File: src/rtl/mac_sequencer_if.sv
// mac_sequencer_if: command and datapath-control bundle for the MAC-burst sequencer.
//   master : instruction decoder / datapath side. It drives the command and abort,
//            and receives the buffer, array and accumulator controls.
//   slave  : the sequencer itself.
// Signals:
//   cmd_valid/cmd_ready           command handshake
//   cmd_inp_base, cmd_wt_base     first input / weight buffer address
//   cmd_len                       number of input vectors (0 allowed)
//   cmd_out_addr                  output buffer destination
//   abort                         cancel the burst in flight
//   wt_rd_en/wt_buf_addr          weight buffer read strobe and address
//   inp_rd_en/inp_buf_addr        input buffer read strobe and address
//   array_en                      systolic array advance enable
//   acc_clear                     accumulator clear pulse
//   acc_result_to_op_buf          accumulator commit pulse
//   acc_to_op_buf_addr            commit address
//   busy, done                    status
interface mac_sequencer_if #(
    parameter int unsigned ADDR_W  = 15,
    parameter int unsigned OBUF_AW = 4,
    parameter int unsigned LEN_W   = 8
);
    logic                cmd_valid;
    logic                cmd_ready;
    logic [ADDR_W-1:0]   cmd_inp_base;
    logic [ADDR_W-1:0]   cmd_wt_base;
    logic [LEN_W-1:0]    cmd_len;
    logic [OBUF_AW-1:0]  cmd_out_addr;
    logic                abort;
    logic                wt_rd_en;
    logic [ADDR_W-1:0]   wt_buf_addr;
    logic                inp_rd_en;
    logic [ADDR_W-1:0]   inp_buf_addr;
    logic                array_en;
    logic                acc_clear;
    logic                acc_result_to_op_buf;
    logic [OBUF_AW-1:0]  acc_to_op_buf_addr;
    logic                busy;
    logic                done;

    modport master (
        output cmd_valid, cmd_inp_base, cmd_wt_base, cmd_len, cmd_out_addr, abort,
        input  cmd_ready, wt_rd_en, wt_buf_addr, inp_rd_en, inp_buf_addr, array_en,
               acc_clear, acc_result_to_op_buf, acc_to_op_buf_addr, busy, done
    );

    modport slave (
        input  cmd_valid, cmd_inp_base, cmd_wt_base, cmd_len, cmd_out_addr, abort,
        output cmd_ready, wt_rd_en, wt_buf_addr, inp_rd_en, inp_buf_addr, array_en,
               acc_clear, acc_result_to_op_buf, acc_to_op_buf_addr, busy, done
    );
endinterface

File: src/rtl/mac_sequencer.sv
// mac_sequencer: turns one MAC-burst command into per-cycle control for the
// weight buffer, input buffer, systolic array and accumulator commit path.
// Burst: LOAD_WT (WT_ROWS cycles) -> MAC (len cycles, skipped if len=0)
//        -> DRAIN (DRAIN cycles) -> STORE (1 cycle) -> IDLE.
// Ports:
//   clk     rising-edge clock
//   rst     synchronous active-high reset
//   seq_if  slave side of mac_sequencer_if (command in, controls/status out)
// Every output is a register loaded from the next-state decode, so each output
// is valid in exactly the cycle its state occupies.
module mac_sequencer #(
    parameter int unsigned ADDR_W  = 15,
    parameter int unsigned OBUF_AW = 4,
    parameter int unsigned LEN_W   = 8,
    parameter int unsigned WT_ROWS = 4,
    parameter int unsigned DRAIN   = 8
) (
    input  logic              clk,
    input  logic              rst,
    mac_sequencer_if.slave    seq_if
);

    // Counter wide enough for the largest phase length of any of the three phases
    localparam int unsigned WT_CW = $clog2(WT_ROWS + 1);
    localparam int unsigned DR_CW = $clog2(DRAIN + 1);
    localparam int unsigned PH_CW = (WT_CW > DR_CW) ? WT_CW : DR_CW;
    localparam int unsigned CNT_W = (LEN_W > PH_CW) ? LEN_W : PH_CW;

    localparam logic [CNT_W-1:0] WT_LAST = CNT_W'(WT_ROWS - 1);
    localparam logic [CNT_W-1:0] DR_LAST = CNT_W'(DRAIN - 1);

    localparam logic [2:0] S_IDLE    = 3'd0;
    localparam logic [2:0] S_LOAD_WT = 3'd1;
    localparam logic [2:0] S_MAC     = 3'd2;
    localparam logic [2:0] S_DRAIN   = 3'd3;
    localparam logic [2:0] S_STORE   = 3'd4;

    // State, phase counter and latched command
    logic [2:0]          state_q, state_d;
    logic [CNT_W-1:0]    cnt_q, cnt_d;
    logic [ADDR_W-1:0]   inp_base_q, inp_base_d;
    logic [ADDR_W-1:0]   wt_base_q, wt_base_d;
    logic [LEN_W-1:0]    len_q, len_d;
    logic [OBUF_AW-1:0]  out_addr_q, out_addr_d;

    // Registered outputs
    logic                cmd_ready_q, cmd_ready_d;
    logic                busy_q, busy_d;
    logic                wt_rd_en_q, wt_rd_en_d;
    logic [ADDR_W-1:0]   wt_addr_q, wt_addr_d;
    logic                inp_rd_en_q, inp_rd_en_d;
    logic [ADDR_W-1:0]   inp_addr_q, inp_addr_d;
    logic                array_en_q, array_en_d;
    logic                acc_clear_q, acc_clear_d;
    logic                acc_store_q, acc_store_d;
    logic [OBUF_AW-1:0]  obuf_addr_q, obuf_addr_d;
    logic                done_q, done_d;

    // Next-state decode, then the output values for the state being entered
    always_comb begin
        state_d     = state_q;
        cnt_d       = cnt_q;
        inp_base_d  = inp_base_q;
        wt_base_d   = wt_base_q;
        len_d       = len_q;
        out_addr_d  = out_addr_q;

        cmd_ready_d = 1'b0;
        busy_d      = 1'b0;
        wt_rd_en_d  = 1'b0;
        wt_addr_d   = '0;
        inp_rd_en_d = 1'b0;
        inp_addr_d  = '0;
        array_en_d  = 1'b0;
        acc_clear_d = 1'b0;
        acc_store_d = 1'b0;
        obuf_addr_d = '0;
        done_d      = 1'b0;

        case (state_q)
            S_IDLE: begin
                if (seq_if.cmd_valid && cmd_ready_q) begin
                    inp_base_d = seq_if.cmd_inp_base;
                    wt_base_d  = seq_if.cmd_wt_base;
                    len_d      = seq_if.cmd_len;
                    out_addr_d = seq_if.cmd_out_addr;
                    state_d    = S_LOAD_WT;
                    cnt_d      = '0;
                end
            end
            S_LOAD_WT: begin
                if (cnt_q == WT_LAST) begin
                    cnt_d   = '0;
                    state_d = (len_q != '0) ? S_MAC : S_DRAIN;
                end else begin
                    cnt_d = cnt_q + CNT_W'(1);
                end
            end
            S_MAC: begin
                // MAC is only entered with len_q >= 1, so len_q-1 cannot underflow
                if (cnt_q == (CNT_W'(len_q) - CNT_W'(1))) begin
                    cnt_d   = '0;
                    state_d = S_DRAIN;
                end else begin
                    cnt_d = cnt_q + CNT_W'(1);
                end
            end
            S_DRAIN: begin
                if (cnt_q == DR_LAST) begin
                    cnt_d   = '0;
                    state_d = S_STORE;
                end else begin
                    cnt_d = cnt_q + CNT_W'(1);
                end
            end
            S_STORE: begin
                cnt_d   = '0;
                state_d = S_IDLE;
            end
            default: begin
                cnt_d   = '0;
                state_d = S_IDLE;
            end
        endcase

        // Abort cancels any burst in flight; a STORE already on the outputs stays committed
        if (seq_if.abort && (state_q != S_IDLE)) begin
            cnt_d   = '0;
            state_d = S_IDLE;
        end

        // Moore outputs for the state entered at the next edge
        case (state_d)
            S_IDLE: begin
                cmd_ready_d = 1'b1;
            end
            S_LOAD_WT: begin
                busy_d      = 1'b1;
                wt_rd_en_d  = 1'b1;
                wt_addr_d   = wt_base_d + ADDR_W'(cnt_d);
                acc_clear_d = (cnt_d == '0);
            end
            S_MAC: begin
                busy_d      = 1'b1;
                inp_rd_en_d = 1'b1;
                inp_addr_d  = inp_base_d + ADDR_W'(cnt_d);
                array_en_d  = 1'b1;
            end
            S_DRAIN: begin
                busy_d     = 1'b1;
                array_en_d = 1'b1;
            end
            S_STORE: begin
                busy_d      = 1'b1;
                acc_store_d = 1'b1;
                obuf_addr_d = out_addr_d;
                done_d      = 1'b1;
            end
            default: begin
                cmd_ready_d = 1'b0;
            end
        endcase
    end

    // State, command and output registers
    always_ff @(posedge clk) begin
        if (rst) begin
            state_q     <= S_IDLE;
            cnt_q       <= '0;
            inp_base_q  <= '0;
            wt_base_q   <= '0;
            len_q       <= '0;
            out_addr_q  <= '0;
            cmd_ready_q <= 1'b1;
            busy_q      <= 1'b0;
            wt_rd_en_q  <= 1'b0;
            wt_addr_q   <= '0;
            inp_rd_en_q <= 1'b0;
            inp_addr_q  <= '0;
            array_en_q  <= 1'b0;
            acc_clear_q <= 1'b0;
            acc_store_q <= 1'b0;
            obuf_addr_q <= '0;
            done_q      <= 1'b0;
        end else begin
            state_q     <= state_d;
            cnt_q       <= cnt_d;
            inp_base_q  <= inp_base_d;
            wt_base_q   <= wt_base_d;
            len_q       <= len_d;
            out_addr_q  <= out_addr_d;
            cmd_ready_q <= cmd_ready_d;
            busy_q      <= busy_d;
            wt_rd_en_q  <= wt_rd_en_d;
            wt_addr_q   <= wt_addr_d;
            inp_rd_en_q <= inp_rd_en_d;
            inp_addr_q  <= inp_addr_d;
            array_en_q  <= array_en_d;
            acc_clear_q <= acc_clear_d;
            acc_store_q <= acc_store_d;
            obuf_addr_q <= obuf_addr_d;
            done_q      <= done_d;
        end
    end

    assign seq_if.cmd_ready            = cmd_ready_q;
    assign seq_if.busy                 = busy_q;
    assign seq_if.wt_rd_en             = wt_rd_en_q;
    assign seq_if.wt_buf_addr          = wt_addr_q;
    assign seq_if.inp_rd_en            = inp_rd_en_q;
    assign seq_if.inp_buf_addr         = inp_addr_q;
    assign seq_if.array_en             = array_en_q;
    assign seq_if.acc_clear            = acc_clear_q;
    assign seq_if.acc_result_to_op_buf = acc_store_q;
    assign seq_if.acc_to_op_buf_addr   = obuf_addr_q;
    assign seq_if.done                 = done_q;

endmodule

File: src/flat_wrapper.sv
// flat-port wrapper written by rule: the top's interface ports become plain ports
module mac_sequencer_flat 
#(
    parameter int unsigned ADDR_W  = 15,
    parameter int unsigned OBUF_AW = 4,
    parameter int unsigned LEN_W   = 8,
    parameter int unsigned WT_ROWS = 4,
    parameter int unsigned DRAIN   = 8
)
  (clk, rst, seq_if_cmd_valid, seq_if_cmd_inp_base, seq_if_cmd_wt_base, seq_if_cmd_len, seq_if_cmd_out_addr, seq_if_abort, seq_if_cmd_ready, seq_if_wt_rd_en, seq_if_wt_buf_addr, seq_if_inp_rd_en, seq_if_inp_buf_addr, seq_if_array_en, seq_if_acc_clear, seq_if_acc_result_to_op_buf, seq_if_acc_to_op_buf_addr, seq_if_busy, seq_if_done);
  mac_sequencer_if #(.ADDR_W(ADDR_W), .OBUF_AW(OBUF_AW), .LEN_W(LEN_W)) seq_if_i ();
  input  logic clk;
  input  logic rst;
  input wire logic [$bits(seq_if_i.cmd_valid)-1:0] seq_if_cmd_valid;
  input wire logic [$bits(seq_if_i.cmd_inp_base)-1:0] seq_if_cmd_inp_base;
  input wire logic [$bits(seq_if_i.cmd_wt_base)-1:0] seq_if_cmd_wt_base;
  input wire logic [$bits(seq_if_i.cmd_len)-1:0] seq_if_cmd_len;
  input wire logic [$bits(seq_if_i.cmd_out_addr)-1:0] seq_if_cmd_out_addr;
  input wire logic [$bits(seq_if_i.abort)-1:0] seq_if_abort;
  output wire logic [$bits(seq_if_i.cmd_ready)-1:0] seq_if_cmd_ready;
  output wire logic [$bits(seq_if_i.wt_rd_en)-1:0] seq_if_wt_rd_en;
  output wire logic [$bits(seq_if_i.wt_buf_addr)-1:0] seq_if_wt_buf_addr;
  output wire logic [$bits(seq_if_i.inp_rd_en)-1:0] seq_if_inp_rd_en;
  output wire logic [$bits(seq_if_i.inp_buf_addr)-1:0] seq_if_inp_buf_addr;
  output wire logic [$bits(seq_if_i.array_en)-1:0] seq_if_array_en;
  output wire logic [$bits(seq_if_i.acc_clear)-1:0] seq_if_acc_clear;
  output wire logic [$bits(seq_if_i.acc_result_to_op_buf)-1:0] seq_if_acc_result_to_op_buf;
  output wire logic [$bits(seq_if_i.acc_to_op_buf_addr)-1:0] seq_if_acc_to_op_buf_addr;
  output wire logic [$bits(seq_if_i.busy)-1:0] seq_if_busy;
  output wire logic [$bits(seq_if_i.done)-1:0] seq_if_done;
  assign seq_if_i.cmd_valid = seq_if_cmd_valid;
  assign seq_if_i.cmd_inp_base = seq_if_cmd_inp_base;
  assign seq_if_i.cmd_wt_base = seq_if_cmd_wt_base;
  assign seq_if_i.cmd_len = seq_if_cmd_len;
  assign seq_if_i.cmd_out_addr = seq_if_cmd_out_addr;
  assign seq_if_i.abort = seq_if_abort;
  assign seq_if_cmd_ready = seq_if_i.cmd_ready;
  assign seq_if_wt_rd_en = seq_if_i.wt_rd_en;
  assign seq_if_wt_buf_addr = seq_if_i.wt_buf_addr;
  assign seq_if_inp_rd_en = seq_if_i.inp_rd_en;
  assign seq_if_inp_buf_addr = seq_if_i.inp_buf_addr;
  assign seq_if_array_en = seq_if_i.array_en;
  assign seq_if_acc_clear = seq_if_i.acc_clear;
  assign seq_if_acc_result_to_op_buf = seq_if_i.acc_result_to_op_buf;
  assign seq_if_acc_to_op_buf_addr = seq_if_i.acc_to_op_buf_addr;
  assign seq_if_busy = seq_if_i.busy;
  assign seq_if_done = seq_if_i.done;
  mac_sequencer #(.ADDR_W(ADDR_W), .OBUF_AW(OBUF_AW), .LEN_W(LEN_W), .WT_ROWS(WT_ROWS), .DRAIN(DRAIN)) u_core (.clk(clk), .rst(rst), .seq_if(seq_if_i));
endmodule
File: config.mk
export PLATFORM = sky130hd
export DESIGN_NAME = mac_sequencer_flat
export DESIGN_NICKNAME = d
export VERILOG_FILES = /design/src/rtl/mac_sequencer_if.sv /design/src/rtl/mac_sequencer.sv /design/src/flat_wrapper.sv
export SDC_FILE = /design/constraint.sdc
export NUM_CORES = 1
export LEC_CHECK = 0
export ABC_CLOCK_PERIOD_IN_PS = 5400
export CORE_ASPECT_RATIO = 0.8
export CORE_MARGIN = 5
export CORE_UTILIZATION = 45
export CTS_BUF_LIST = sky130_fd_sc_hd__clkbuf_4
export DETAILED_ROUTE_END_ITERATION = 12
export DONT_BUFFER_PORTS = 1
export PLACE_DENSITY_LB_ADDON = 0.05
export REMOVE_ABC_BUFFERS = 1
export SYNTH_ARGS = -nofsm -noshare
export SYNTH_HDL_FRONTEND = slang
export SYNTH_SLANG_ARGS = --single-unit
export TNS_END_PERCENT = 5
File: constraint.sdc
create_clock -name clk -period 5.4 [get_ports clk]
set_clock_uncertainty 0.05 [all_clocks]
set_input_delay 1.08 -clock clk [delete_from_list [all_inputs] [get_ports clk]]
set_output_delay 1.08 -clock clk [all_outputs]
set_load 0.1 [all_outputs]
After elaboration in Yosys (flattened, before gate mapping)
Cells that the tools add are included.
{"block": "totals", "regBits": 94, "input_bits": 46, "out_inout_bits": 42, "wordCells": 71}
{"block": "classes", "add_sub_neg": 4, "eq_ne": 10, "mux": 25, "n_bitwise": 3, "reduce_logical": 13}
{"op": "15-bit two-way mux", "count": 4}
{"op": "8-bit two-way mux", "count": 5}
{"op": "8-bit one-hot mux with 4 select lines", "count": 1}
{"op": "15-bit by 8-bit adder with 15-bit output", "count": 2}
{"op": "3-bit two-way mux", "count": 5}
{"op": "3-bit by 2-bit == test with 1-bit output, second input constant", "count": 4}
{"op": "3-bit one-hot mux with 4 select lines", "count": 1}
{"op": "8-bit by 1-bit adder with 8-bit output, second input constant", "count": 1}
{"op": "8-bit by 2-bit == test with 1-bit output, second input constant", "count": 1}
{"op": "8-bit by 3-bit == test with 1-bit output, second input constant", "count": 1}
{"op": "8-bit == test", "count": 1}
{"op": "8-bit zero test", "count": 1}
{"op": "4-bit two-way mux", "count": 2}
{"op": "8-bit nonzero test", "count": 1}
{"op": "2-bit OR reduction", "count": 4}
{"op": "8-bit by 1-bit subtractor with 8-bit output, second input constant", "count": 1}
{"op": "1-bit two-way mux", "count": 7}
{"op": "3-bit by 1-bit == test with 1-bit output, second input constant", "count": 2}
{"op": "3-bit zero test", "count": 2}
{"op": "4-bit OR reduction", "count": 1}
{"op": "3-bit == test, second input constant", "count": 1}
{"op": "1-bit NOT", "count": 3}
{"op": "3-bit nonzero test", "count": 1}
{"op": "1-bit logical AND", "count": 2}
{"op": "2-bit AND reduction", "count": 1}

Logic depth before layout (Yosys ltp)
{"block": "depth", "word_depth": 8, "ltp_mapped": 23, "ltp_nobuf": 22}

Worst setup path after synthesis
OpenSTA, ideal clock, no wires.
{"block": "synth_path", "kind": "reg2reg", "from": "register u_core.cmd_ready_q, in the netlist u_core.seq_if.cmd_ready", "to": "register u_core.wt_addr_q[11], in the netlist u_core.seq_if.wt_buf_addr[11]", "t_arrival_ns": 4.567, "t_required_ns": 5.282, "slack_ns": 0.716, "stages_incl_launch_ff": 18, "path_buffers": 4, "period_less_slack_ns": 4.684, "path_cell_list": "dfxtp_1 > nand2_1 > nor3_4 > buf_6 > buf_1 > clkbuf_1 > nand2_1 > nand2_1 > ha_1 > a21o_1 > a21oi_1 > inv_1 > a21oi_1 > a211oi_1 > or4_1 > buf_2 > a21o_1 > a21oi_2"}
{"block": "synth_between", "word_cells_on_any_way": 13}
{"item": "from (decl)", "line_no": "mac_sequencer.sv:47", "rtl": "logic cmd_ready_q, cmd_ready_d;"}
{"item": "from (signal assigned)", "line_no": "mac_sequencer.sv:192", "rtl": "cmd_ready_q <= cmd_ready_d;"}
{"item": "1-bit logical AND", "line_no": "mac_sequencer.sv:82", "rtl": "if (seq_if.cmd_valid && cmd_ready_q) begin"}
{"item": "15-bit two-way mux", "line_no": "mac_sequencer.sv:82"}
{"item": "15-bit two-way mux", "line_no": "mac_sequencer.sv:80", "rtl": "case (state_q)"}
{"item": "named net u_core.wt_base_d[1]", "line_no": "mac_sequencer.sv:42", "rtl": "logic [ADDR_W-1:0] wt_base_q, wt_base_d;"}
{"item": "15-bit by 8-bit adder with 15-bit output", "line_no": "mac_sequencer.sv:140", "rtl": "wt_addr_d = wt_base_d + ADDR_W'(cnt_d);"}
{"item": "to (signal assigned)", "line_no": "mac_sequencer.sv:195", "rtl": "wt_addr_q <= wt_addr_d;"}
{"item": "to (decl)", "line_no": "mac_sequencer.sv:50", "rtl": "logic [ADDR_W-1:0] wt_addr_q, wt_addr_d;"}
The timed path passes the listed nets, and every way through them passes these cells.
A chain may end at the register's enable or synchronous reset.

Worst setup path in the final report
{"block": "layout_path", "from": "register u_core.len_q[0]", "to": "register u_core.wt_addr_q[13], in the netlist u_core.seq_if.wt_buf_addr[13]"}
{"block": "layout_between", "word_cells_on_any_way": 15}
{"item": "from (decl)", "line_no": "mac_sequencer.sv:43", "rtl": "logic [LEN_W-1:0] len_q, len_d;"}
{"item": "from (signal assigned)", "line_no": "mac_sequencer.sv:190", "rtl": "len_q <= len_d;"}
{"item": "8-bit by 1-bit subtractor with 8-bit output", "line_no": "mac_sequencer.sv:101", "rtl": "if (cnt_q == (CNT_W'(len_q) - CNT_W'(1))) begin"}
{"item": "8-bit == test", "line_no": "mac_sequencer.sv:101"}
{"item": "8-bit two-way mux", "line_no": "mac_sequencer.sv:101"}
{"item": "8-bit one-hot mux with 4 select lines", "line_no": "mac_sequencer.sv:80"}
{"item": "8-bit two-way mux", "line_no": "mac_sequencer.sv:127", "rtl": "if (seq_if.abort && (state_q != S_IDLE)) begin"}
{"item": "named net u_core.cnt_d[1]", "line_no": "mac_sequencer.sv:40", "rtl": "logic [CNT_W-1:0] cnt_q, cnt_d;"}
{"item": "15-bit by 8-bit adder with 15-bit output", "line_no": "mac_sequencer.sv:140"}
The timed path passes the listed nets, and every way through them passes these cells.

==> impl_metrics.toml <==
[run_status]
status = "finished clean"

[hold_path]
hold_depth = 2
hold_class = "reg -> reg"

[sta]
slew_violations = 0
setup_viol = 0
hold_viol = 0
worst_slack_ns = 0.759
fmax_ghz = 0.215
slew_headroom = 0.340
min_period_ns = 4.64
period_share = 0.859
worstMarginPinSlew_ns = 0.993
tns_ns = 0
grt_setup_unrepaired = "false"

[place]
place_area_um2 = 4590
numPortBuffers = 0
dp_slack_ns = 0.762
hpwl_um = 7570
gp_congestion = 0.908

[synth]
synthTopCellsByArea = "dfxtp_1 (42%), nand2_1 (6.1%), nor2_1 (5.3%), a21oi_1 (5.1%), mux2i_1 (4.7%)"
synth-main-ff-cell = "dfxtp_1"
netlist.area_leader.share = 0.417
synth.distinct_cells = 62
synth_cells = 535
ys_seq_elements = 94
syn_avg_cell_area_um2 = 8.44
syn_area_um2 = 4510
synth_top_area_cell = "dfxtp_1"
yosysSeqAreaShare = 0.417
synthArstFlopShare = 0
yosysWarningCount = 0
synth_edf_count = 0

[drt]
drcViolationCount = 0
antenna_left = 0
first_pass_iters = 7
post_drt_via_cell_ratio = 5.41
wire_per_inst_um = 15.8
vias = 3581
drt_iter0_markers = 294
routed_wl_um = 10400

[clocking]
numClockSinks = 94
clk_pin_slew_ns = 0.13
postCtsHoldBufs = 0
cts_setup_buffers = 0
cts-resized-gates = 0
cts_root_buf = "clkbuf_4"
htree_levels = 3
insertion_delay_ns = 0.43
numCtsBuffers = 9
cts_tree = "done"
cts.path.max_buffers = 2

[grt]
antenna_found_initial = 0
grt_pass1_vias = 3377
grt_first_pass_wirelength_um = 17200
grtUsageTotal = 0.178
grt_max_degree = 62
grt_overflow_total = 0

[setup_path]
cp_data_required_time_ns = 5.74
cp_max_fo = 9
worstSetupPathType = "reg -> reg"
arrival_ns = 4.98
start_kind = "flip-flop"
reg2reg_depth = 20
r2r_setup_slack_ns = 0.76
cp-end-kind = "flip-flop"

[cells_and_area]
postLayoutCoreUtil = 0.485
num-fill-cells = 962
diodes = 0
area_delta_synth_final_pct = 4.55
drive_gt1_frac = 0.0627
multi_input_area_um2 = 2430
final_cell_mix = "dfxtp_1 (93), nand2_1 (73), nor2_1 (64)"
regArea_um2 = 1880
final_area_um2 = 4720
layout.nets = 587
mostFrequentLayoutCell = "dfxtp_1"

[power_and_ir_drop]
p_leak_nw = 1.98
irDropWorstVdd_mv = 0.150
p_total_mw = 1.65
power_density_nw_per_um2 = 350

[floorplan]
initial_utilization = 0.464
die_x_um = 122
fp.dieH_um = 99.6
row_count = 32
ioPinCount = 88
die_area_um2 = 12100
core_area_um2 = 9730

[run]
cap_violations = 0
[report_power, final]
group | internal [mW] | leakage (nW) | switching [mW] | total [mW]
Combinational | 0.147 | 1.15 | 0.238 | 0.385
Sequential | 0.750 | 0.766 | 0.157 | 0.907
Clock | 0.141 | 0.0660 | 0.220 | 0.361
Total | 1.04 | 1.98 | 0.615 | 1.65
[kinds of logic after synthesis]
kind of cell / Yosys count / share of synthesized area
AND/OR/NAND/NOR: 216 / 0.226
multiplexers: 21 / 0.0466
XOR/XNOR: 28 / 0.0560
adder cells (fa/ha/maj): 19 / 0.0554
buffers and inverters: 49 / 0.0452
flip-flops: 94 / 0.417
AO/OA/AOI/OAI: 108 / 0.154
[state kept, by name (all words and copies together), names as in the netlist, 3 cells and up]
register                          cells
u_core.state_q                        3
u_core.len_q                          8
u_core.wt_base_q                     15
u_core.cnt_q                          8
u_core.seq_if.acc_to_op_buf_addr      4
u_core.out_addr_q                     4
u_core.seq_if.inp_buf_addr           15
u_core.inp_base_q                    15
u_core.seq_if.wt_buf_addr            15
[worst max-delay path, cell delays in order, from the launching register on]
cell and delay [ns]:
dfxtp_1 0.43, inv_1 0.06, ha_1 0.31, o21ba_1 0.21, a221oi_1 0.29, a41oi_1 0.09
nor3_2 0.17, o21a_1 0.21, o21ai_1 0.20, a22o_1 0.25, nand2_1 0.13, inv_1 0.13
ha_1 0.29, a21o_1 0.15, a21oi_1 0.21, inv_1 0.06, a21oi_1 0.27, a211oi_1 0.13
or4_1 0.64, a211oi_2 0.22, nand2b_1 0.12
[final cells by class]
cell class / instances / share of cell area
multi-input cells: 392 / 0.515
flip-flops and latches: 94 / 0.399
well taps: 136 / 0.0361
inverters: 22 / 0.0175
clock buffers: 10 / 0.0159
clock inverters: 4 / 0.0106
repair buffers: 4 / 0.00636
[layer usage]
| metal | vias up | part of all wire | GRT usage |
|---|---|---|---|
| met5 | - | 0 | 0 |
| met2 | 107 | 0.44 | 0.267 |
| met3 | 16 | 0.070 | 0.0631 |
| li1 | 1813 | - | - |
| met1 | 1645 | 0.47 | 0.237 |
| met4 | 0 | 0.022 | 0.0637 |
[final timing paths]
path	startpoint	endpoint
setup / recovery	u_core.len_q[0]	u_core.seq_if.wt_buf_addr[13]
hold / removal	u_core.inp_base_q[6]	u_core.inp_base_q[6]
setup reg to reg	u_core.len_q[0]	u_core.seq_if.wt_buf_addr[13]
hold reg to reg	u_core.inp_base_q[6]	u_core.inp_base_q[6]
[cell usage after synthesis (2+ instances only)]
cell	n
mux2i_1	21
o21ai_0	10
o31a_1	2
a211oi_1	2
nor4_1	3
nand3b_1	2
and2_1	3
clkbuf_1	17
nor2_1	64
and3_1	5
nand4_1	3
or3_1	6
fa_1	2
or4_1	2
xor2_1	12
nand3_1	15
dfxtp_1	94
o211ai_1	5
o31ai_1	4
o21a_1	4
a21o_1	15
nor3_2	3
a31oi_1	3
xnor2_1	15
nor4b_1	2
buf_2	7
a32oi_1	2
a21oi_2	2
nand2_1	73
nand2b_1	4
nor3_1	22
inv_1	21
ha_1	16
a21oi_1	46
[through the flow]
step / instances / hold WS [ns]
floorplan: 508 / 0.388
global placement: 648 / 0.394
detailed placement: 648 / 0.399
CTS: 662 / 0.418
global route: 662 / 0.443
finish: 662 / 0.416
(Power assumes the default switching activity.)
